$ cat config.mk
export PLATFORM = sky130hd
export DESIGN_NAME = uart_frame_parser
export DESIGN_NICKNAME = d
export VERILOG_FILES = /design/src/rtl/uart_frame_parser.sv
export SDC_FILE = /design/constraint.sdc
export NUM_CORES = 1
export LEC_CHECK = 0
export CORE_ASPECT_RATIO = 0.75
export CORE_MARGIN = 5
export CORE_UTILIZATION = 55
export DETAILED_ROUTE_END_ITERATION = 10
export GPL_TIMING_DRIVEN = 0
export HOLD_SLACK_MARGIN = 0.05
export PLACE_DENSITY = 0.79
export SYNTH_ARGS = -nofsm -noshare
export SYNTH_HDL_FRONTEND = slang
export SYNTH_SLANG_ARGS = --single-unit
$ cat constraint.sdc
create_clock -name i_clk_sys -period 3.5 [get_ports i_clk_sys]
set_input_delay 0.35 -clock i_clk_sys [delete_from_list [all_inputs] [get_ports i_clk_sys]]
set_output_delay 0.35 -clock i_clk_sys [all_outputs]
set_load 0.01 [all_outputs]
$ cat src/rtl/uart_frame_parser.sv
`default_nettype none
// ============================================================================
//  Module   : uart_frame_parser
//  Purpose  : Finds HEAD0,HEAD1,LEN,payload,CSUM frames in a UART byte stream,
//             buffers the payload and releases it on a valid/ready stream only
//             once the additive checksum (LEN + payload, mod 256) matches.
//  Ports    : i_clk_sys/i_rst        clock, asynchronous active-high reset
//             i_rx_data/i_rx_done    received byte + one-cycle strobe
//             o_pkt_data/valid/last  payload stream, i_pkt_ready backpressure
//             o_pkt_len              LEN of the most recent good frame
//             o_busy                 parser not in IDLE
//             o_csum_err/o_len_err/o_timeout_err/o_drop  one-cycle pulses
//  Revision : 1.0  initial release
// ============================================================================
module uart_frame_parser #(
    parameter int          CLK_FRE    = 50,
    parameter int          TIMEOUT_US = 2000,
    parameter int          MAX_LEN    = 64,
    parameter logic [7:0]  HEAD0      = 8'h55,
    parameter logic [7:0]  HEAD1      = 8'hAA
) (
    input  logic       i_clk_sys,
    input  logic       i_rst,
    input  logic [7:0] i_rx_data,
    input  logic       i_rx_done,
    output logic [7:0] o_pkt_data,
    output logic       o_pkt_valid,
    input  logic       i_pkt_ready,
    output logic       o_pkt_last,
    output logic [7:0] o_pkt_len,
    output logic       o_busy,
    output logic       o_csum_err,
    output logic       o_len_err,
    output logic       o_timeout_err,
    output logic       o_drop
);

    localparam int              c_TICKS = CLK_FRE * TIMEOUT_US;
    localparam int              c_TW    = $clog2(c_TICKS + 1);
    localparam int              c_AW    = (MAX_LEN > 1) ? $clog2(MAX_LEN) : 1;
    localparam logic [c_TW-1:0] c_TLIM  = c_TW'(c_TICKS - 1);
    localparam logic [7:0]      c_MAX   = 8'(MAX_LEN);

    typedef enum logic [2:0] {
        S_IDLE    = 3'd0,
        S_HDR1    = 3'd1,
        S_LEN     = 3'd2,
        S_PAYLOAD = 3'd3,
        S_CSUM    = 3'd4,
        S_OUTPUT  = 3'd5
    } state_t;

    state_t          state_q, state_d;
    logic [7:0]      len_q, len_d;
    logic [7:0]      idx_q, idx_d;
    logic [7:0]      sum_q, sum_d;
    logic [7:0]      rd_q, rd_d;
    logic [c_TW-1:0] tcnt_q, tcnt_d;
    logic            pkt_valid_q, pkt_valid_d;
    logic            pkt_last_q, pkt_last_d;
    logic [7:0]      pkt_len_q, pkt_len_d;
    logic            busy_q, busy_d;
    logic            csum_err_q, csum_err_d;
    logic            len_err_q, len_err_d;
    logic            timeout_err_q, timeout_err_d;
    logic            drop_q, drop_d;
    logic [7:0]      pkt_data_q;

    logic            w_we;
    logic            w_load;
    logic            w_timeout;
    logic [c_AW-1:0] w_waddr;
    logic [c_AW-1:0] w_raddr;

    logic [7:0]      mem [0:MAX_LEN-1];

    always_comb begin
        state_d       = state_q;
        len_d         = len_q;
        idx_d         = idx_q;
        sum_d         = sum_q;
        rd_d          = rd_q;
        pkt_valid_d   = pkt_valid_q;
        pkt_last_d    = pkt_last_q;
        pkt_len_d     = pkt_len_q;
        csum_err_d    = 1'b0;
        len_err_d     = 1'b0;
        timeout_err_d = 1'b0;
        drop_d        = 1'b0;
        w_we          = 1'b0;
        w_load        = 1'b0;
        w_waddr       = idx_q[c_AW-1:0];
        w_raddr       = rd_q[c_AW-1:0];

        // Gap timer only runs while a frame is being collected; any byte
        // restarts it, and a byte arriving on the terminal count wins.
        if (i_rx_done || state_q == S_IDLE || state_q == S_OUTPUT) begin
            tcnt_d = '0;
        end else begin
            tcnt_d = tcnt_q + c_TW'(1);
        end
        w_timeout = !i_rx_done && (tcnt_q == c_TLIM) &&
                    (state_q inside {S_HDR1, S_LEN, S_PAYLOAD, S_CSUM});

        case (state_q)
            S_IDLE: begin
                if (i_rx_done && i_rx_data == HEAD0) state_d = S_HDR1;
            end
            S_HDR1: begin
                if (i_rx_done) begin
                    if (i_rx_data == HEAD1)      state_d = S_LEN;
                    else if (i_rx_data == HEAD0) state_d = S_HDR1;
                    else                         state_d = S_IDLE;
                end
            end
            S_LEN: begin
                if (i_rx_done) begin
                    if (i_rx_data == 8'd0 || i_rx_data > c_MAX) begin
                        len_err_d = 1'b1;
                        state_d   = S_IDLE;
                    end else begin
                        len_d   = i_rx_data;
                        sum_d   = i_rx_data;
                        idx_d   = 8'd0;
                        state_d = S_PAYLOAD;
                    end
                end
            end
            S_PAYLOAD: begin
                if (i_rx_done) begin
                    w_we  = 1'b1;
                    idx_d = idx_q + 8'd1;
                    sum_d = sum_q + i_rx_data;
                    if (idx_q + 8'd1 == len_q) state_d = S_CSUM;
                end
            end
            S_CSUM: begin
                if (i_rx_done) begin
                    if (i_rx_data == sum_q) begin
                        pkt_len_d = len_q;
                        rd_d      = 8'd0;
                        state_d   = S_OUTPUT;
                    end else begin
                        csum_err_d = 1'b1;
                        state_d    = S_IDLE;
                    end
                end
            end
            S_OUTPUT: begin
                drop_d = i_rx_done;
                if (pkt_valid_q && i_pkt_ready && pkt_last_q) begin
                    pkt_valid_d = 1'b0;
                    pkt_last_d  = 1'b0;
                    state_d     = S_IDLE;
                end else if ((!pkt_valid_q || i_pkt_ready) && rd_q != len_q) begin
                    // Fetch the next byte whenever the output register is
                    // empty or being drained this cycle: no bubbles.
                    w_load      = 1'b1;
                    pkt_valid_d = 1'b1;
                    pkt_last_d  = (rd_q == len_q - 8'd1);
                    rd_d        = rd_q + 8'd1;
                end else if (pkt_valid_q && i_pkt_ready) begin
                    pkt_valid_d = 1'b0;
                end
            end
            default: state_d = S_IDLE;
        endcase

        if (w_timeout) begin
            timeout_err_d = 1'b1;
            state_d       = S_IDLE;
        end

        busy_d = (state_d != S_IDLE);
    end

    always_ff @(posedge i_clk_sys or posedge i_rst) begin
        if (i_rst) begin
            state_q       <= S_IDLE;
            len_q         <= 8'd0;
            idx_q         <= 8'd0;
            sum_q         <= 8'd0;
            rd_q          <= 8'd0;
            tcnt_q        <= '0;
            pkt_valid_q   <= 1'b0;
            pkt_last_q    <= 1'b0;
            pkt_len_q     <= 8'd0;
            busy_q        <= 1'b0;
            csum_err_q    <= 1'b0;
            len_err_q     <= 1'b0;
            timeout_err_q <= 1'b0;
            drop_q        <= 1'b0;
        end else begin
            state_q       <= state_d;
            len_q         <= len_d;
            idx_q         <= idx_d;
            sum_q         <= sum_d;
            rd_q          <= rd_d;
            tcnt_q        <= tcnt_d;
            pkt_valid_q   <= pkt_valid_d;
            pkt_last_q    <= pkt_last_d;
            pkt_len_q     <= pkt_len_d;
            busy_q        <= busy_d;
            csum_err_q    <= csum_err_d;
            len_err_q     <= len_err_d;
            timeout_err_q <= timeout_err_d;
            drop_q        <= drop_d;
        end
    end

    // Payload buffer: plain write port, no reset on the array.
    always_ff @(posedge i_clk_sys) begin
        if (w_we) mem[w_waddr] <= i_rx_data;
    end

    // Synchronous read port; its register doubles as the stream data output.
    always_ff @(posedge i_clk_sys or posedge i_rst) begin
        if (i_rst) begin
            pkt_data_q <= 8'd0;
        end else if (w_load) begin
            pkt_data_q <= mem[w_raddr];
        end
    end

    assign o_pkt_data    = pkt_data_q;
    assign o_pkt_valid   = pkt_valid_q;
    assign o_pkt_last    = pkt_last_q;
    assign o_pkt_len     = pkt_len_q;
    assign o_busy        = busy_q;
    assign o_csum_err    = csum_err_q;
    assign o_len_err     = len_err_q;
    assign o_timeout_err = timeout_err_q;
    assign o_drop        = drop_q;

endmodule
`default_nettype wire

* Word-level counts from Yosys, hierarchy flattened *
Memories as Yosys holds them, arrays and structs flattened. A register that Yosys moved wholly into a read port is not among the register bits.
Index checks and enable logic that the tools add are counted.

word-level totals
  register bits = 67
  RAM bits = 512
  bits of input ports = 12
  output and inout bits = 23
  word-level logic and storage cells = 114
  memories = 1

memory list
  memory  words  width  read ports  clocked after memory_dff  wr ports  RTL line  text
  mem     64     8      1           1                         1         75        logic [7:0] mem [0:MAX_LEN-1];

cells by class
  add/subtract/negate cells = 5
  magnitude comparators = 1
  equal/unequal tests = 19
  multiplexer cells = 47
  bitwise gates (word level) = 1
  reductions and logical operators = 26

operators with widths
  operator                                                        number
  2-to-1 mux 8 bit                                                10
  case mux 8 bit (2 select lines)                                 3
  2-to-1 mux 3 bit                                                9
  equality test 8 bit                                             3
  2-to-1 mux 1 bit                                                21
  case mux 3 bit (6 select lines)                                 1
  adder 17 x 1 -> 17 bit (second input constant)                  1
  equality test 17 bit (second input constant)                    1
  2-to-1 mux 17 bit                                               1
  adder 8 x 1 -> 8 bit (second input constant)                    2
  inequality test 2 bit (second input constant)                   5
  adder 8 bit                                                     1
  equality test 8 x 7 -> 1 bit (second input constant)            1
  equality test 8 bit (second input constant)                     1
  greater-than comparator 8 x 7 -> 1 bit (second input constant)  1
  zero test 8 bit                                                 1
  inequality test 8 bit                                           1
  subtractor 8 x 1 -> 8 bit (second input constant)               1
  equality test 3 x 2 -> 1 bit (second input constant)            2
  equality test 3 bit (second input constant)                     2
  logical AND 1 bit                                               6
  AND reduction 3 bit                                             2
  nonzero test 2 bit                                              3
  nonzero test 3 bit                                              2
  11 further kinds                                                18

* Longest topological paths before layout *
  depth in word-level cells = 7
  depth in mapped cells = 11
  mapped depth without buffers = 9

* Least setup slack after synthesis *
OpenSTA, ideal clock, no wires.

  kind = flip-flop to flip-flop
  from = register state_q[1]
  to = memory mem[43][0], enable pin
  library setup time = 0.370 ns
  arrival = 1.963 ns
  required time = 3.130 ns
  slack = 1.167 ns
  stages on the path, launching flop included = 7
  buffers on the path = 1
  period minus slack after synthesis = 2.333 ns
  path through = dfrtp_1 -> clkbuf_1 -> nor2b_1 -> nand3_1 -> nor2_1 -> nand3_1 -> nor2_1

on the way
  word-level cells in the longest chain between the ends = 4

RTL lines
  element                                 RTL line  text
  start, declared                         53        state_t state_q, state_d;
  start signal, assigned                  194       state_q <= state_d;
  equality test 3 x 2 -> 1 bit            105       case (state_q)
  2-to-1 mux 1 bit                        105
  2-to-1 mux 1 bit                        213       if (w_we) mem[w_waddr] <= i_rx_data;
  2-to-1 mux 1 bit (not written as such)  213
  end, declared                           75

No other way between the ends.

* Worst setup path after layout *
  from = register rd_q[1]
  to = register pkt_data_q[6], in the netlist o_pkt_data[6], read port of mem

on the way
  word-level cells in the longest chain between the ends = 5

RTL lines
  element                 RTL line  text
  start, declared         57        logic [7:0] rd_q, rd_d;
  start signal, assigned  198       rd_q <= rd_d;
  inequality test 8 bit   155       end else if ((!pkt_valid_q || i_pkt_ready) && rd_q != len_q) begin
  logical AND 1 bit       155
  2-to-1 mux 1 bit        155
  2-to-1 mux 1 bit        151       if (pkt_valid_q && i_pkt_ready && pkt_last_q) begin
  2-to-1 mux 1 bit        105
  end, declared           67        logic [7:0] pkt_data_q;

Parallel ways exist; a longest one is shown, timed or not.
A chain may end at the register's enable or synchronous reset.

==> flow_summary_export.csv <==
group,metric,value,unit
timing,relSlewSlack,0.263,
global_route,overflow,0,
logic_synthesis,syn_area,24200,um2
logic_synthesis,syn_area_per_cell,17.3,um2
placed_design,pre_cts_ws,-0.155,ns
final_layout,fin_area,27100,um2
final_layout,multi_input_area,6450,um2
power_and_ir_drop,leakage,8.98,nW
power_and_ir_drop,finalPower,14.0,mW
route,met2_length,27200,um
logic_synthesis,seq_area_frac_synth,0.714,
final_layout,finalNonFillerCells,2119,
global_route,grt_max_degree,61,
final_layout,diodes,0,
route,drt_wl_total,61100,um
clock_tree,cts-hold-fix-buffers,0,
die,core-area,43400,um2
global_route,antenna_found_initial,0,
timing,hold_viol_final,0,
die,die_w,252,um
route,first_pass_iters,5,
setup_path,r2r_slack,0.05,ns
clock_tree,path_clk_slew,0.06,ns
placed_design,gp_congestion,0.937,
timing,worst_hold_slack,0.111,ns
logic_synthesis,async_reset_ff_frac,0.128,
die,die_y,192,um
setup_path,cp.arrival,3.95,ns
die,dieArea,48300,um2
setup_path,critPathMaxFanout,10,
final_layout,seqCellArea,17300,um2
timing,setup_slack,0.0537,ns
die,start_util,0.557,
setup_path,cp_cell_sequence,"clkbuf_1 > buf_2 > clkdlybuf4s15_1 > mux4_2 > a211oi_1 > a2111oi_0 > a21oi_1 > o21ai_0",
min_path,hp-class,"primary input to async pin",
job,max_cap_violations,0,
final_layout,nFillCells,2999,
route,highest_layer,"met4",
clock_tree,clockBufferDepth,3,
global_route,grt_pass1_wl,90100,um
route,met1Wirelength,23900,um
placed_design,place_area,25400,um2
timing,worst_slew_pin_slew,1.10,ns
timing,drv_slew,0,
placed_design,hpwl,39900,um
final_layout,drive_gt1_frac,0.164,
logic_synthesis,yosys_most_used_dff,"edfxtp_1",
timing,fin_tns_setup,0,ns
logic_synthesis,syn_nets,1423,
global_route,grt.total_usage,0.254,
route,detail_route.iter0.violations,2127,
logic_synthesis,synth_edf_count,512,
clock_tree,h-tree-depth,2,
die,ioPinCount,35,
route,ant_nets,0,
logic_synthesis,synth_cell_types,68,
clock_tree,cts_buffers,54,
clock_tree,cts_sinks,587,
setup_path,worst_setup_path_end_kind,"flop",
timing,grt_setup_unrepaired,"yes",
route,vias,14100,
timing,fin_crit,3.45,ns
route,avgRoutedWirePerCell,28.8,um
logic_synthesis,synth-seq-cells,587,
route,wl_met3,7860,um
power_and_ir_drop,ir_drop,0.478,mV
power_and_ir_drop,p_per_area,518,nW/um2
outcome,status,"finished clean",
route,drcViolationCount,0,
timing,clock.fmax,0.290,GHz
setup_path,critical_path_class,"flop to flop",
final_layout,syn_to_final_growth,12.3,%
placed_design,port-buffer-count,34,
route,viasPerCell,6.66,
logic_synthesis,syn_inst,1399,
timing,setup_viol,0,
clock_tree,cts_tree,"built",
setup_path,crit_path_max_incr_delay,0.87,ns
final_layout,nNetsFinal,1522,
clock_tree,cts-root-buf,"clkbuf_16",
timing,fin_skew,0.0285,ns
placed_design,place_inst,2020,
logic_synthesis,ys_warn_count,0,
timing,period_share,0.985,
die,row_count,66,
setup_path,start_kind,"flop",
final_layout,fin_util,0.626,
clock_tree,post_cts_buffers,0,
clock_tree,insertion_delay,0.61,ns
setup_path,cp_data_required_time,4.00,ns
setup_path,crit_slowest_cell,"clkdlybuf4s15_1",
global_route,grt_pass1_vias,14000,
[cells by family (layout without fill, tap and decap cells)]
| group | after synthesis | count (layout) | synth area share |
|---|---|---|---|
| compound gates | 182 | 182 | 0.0524 |
| xor+xnor | 44 | 44 | 0.0160 |
| fa+ha+maj | 12 | 12 | 0.00653 |
| buf+inv | 90 | 232 | 0.0193 |
| flops | 587 | 587 | 0.714 |
| mux | 168 | 168 | 0.129 |
| simple gates | 316 | 316 | 0.0623 |
[critical path, delay by kind of cell, from the launching register on]
family / cells / cell delay (ns)
multiplexers: 1 / 0.41
buffers and inverters: 3 / 1.51
AO/OA/AOI/OAI: 4 / 1.06
flip-flops: 1 / 0.36
[synthesized netlist by cell type (all sizes together) (9+ instances only)]
cell	n	share of area
buf	41	0.012
mux4	112	0.11
mux2i	48	0.020
nand4	11	0.0028
a22oi	13	0.0040
edfxtp	512	0.64
nor3	16	0.0033
o21ai	43	0.0089
a21oi	28	0.0058
dfrtp	75	0.078
ha	11	0.0057
a211oi	18	0.0056
xor2	21	0.0076
a22o	11	0.0040
o22ai	9	0.0023
a221oi	9	0.0033
nand2	69	0.011
inv	9	0.0014
nand3	25	0.0052
nor2	115	0.018
or3	11	0.0028
nor2b	13	0.0034
xnor2	23	0.0083
and3	12	0.0031
clkbuf	40	0.0062
[placed cells by master (no fill, tap or decap), types with 9 or more instances in the layout]
cell type        instances
edfxtp_1               512
nor2_1                 114
mux4_2                 103
dfrtp_1                 75
nand2_1                 69
clkbuf_16               54
clkbuf_1                49
mux2i_1                 48
o21ai_0                 43
a21oi_1                 28
buf_2                   26
clkdlybuf4s50_1         26
nand3_1                 25
xnor2_1                 23
xor2_1                  21
a211oi_1                18
nor3_1                  16
nor2b_1                 13
a22oi_1                 13
and3_1                  12
nand4_1                 11
a22o_1                  11
or3_1                   11
ha_1                    11
clkinv_1                11
buf_12                   9
o22ai_1                  9
mux4_1                   9
a221oi_1                 9
clkinv_2                 9
[worst paths after layout]
kind | startpoint | to | depth (start not counted)
max | rd_q[1] | o_pkt_data[6] | 8
min | i_rst | tcnt_q[10] | 2
max reg2reg | rd_q[1] | o_pkt_data[6] | 8
min reg2reg | o_pkt_len[2] | o_pkt_len[2] | 2
max in group asynchronous | i_rst | sum_q[2] | 3
min in group i_clk_sys | i_rx_data[7] | mem[23][7] | 1
[layer usage]
metal | GRT usage | vias up
li1 | - | 5781
met1 | 0.374 | 7176
met2 | 0.381 | 987
met3 | 0.0653 | 160
met4 | 0.0793 | 0
met5 | 0 | -
[registers in the layout, indices dropped and copies added, names as in the netlist, 3 cells and up]
signal,count
idx_q,8
tcnt_q,17
rd_q,8
state_q,3
mem,512
len_q,8
o_pkt_data,8
o_pkt_len,8
sum_q,8
[timing repair]
action	4_1_cts	5_1_grt
resized for setup	1	3
pin swaps	0	0
endpoints found under the setup margin	1	57
[area by class of cell]
type | count | share of cell area
Clock buffer | 65 | 0.0513
Inverter | 9 | 0.00134
Sequential cell | 587 | 0.636
Clock inverter | 34 | 0.0124
Buffer | 81 | 0.0162
Timing Repair Buffer | 43 | 0.0180
Tap cell | 578 | 0.0267
Multi-Input combinational cell | 722 | 0.238
[report_power, final]
| group | internal (mW) | switching [mW] | total [mW] | leakage, nW |
|---|---|---|---|---|
| sequential | 7.61 | 0.00821 | 7.62 | 5.62 |
| clock | 3.28 | 2.58 | 5.86 | 0.837 |
| combinational | 0.217 | 0.333 | 0.551 | 2.52 |
| total | 11.1 | 2.92 | 14.0 | 8.98 |
Power figures use the tool's default switching activity.
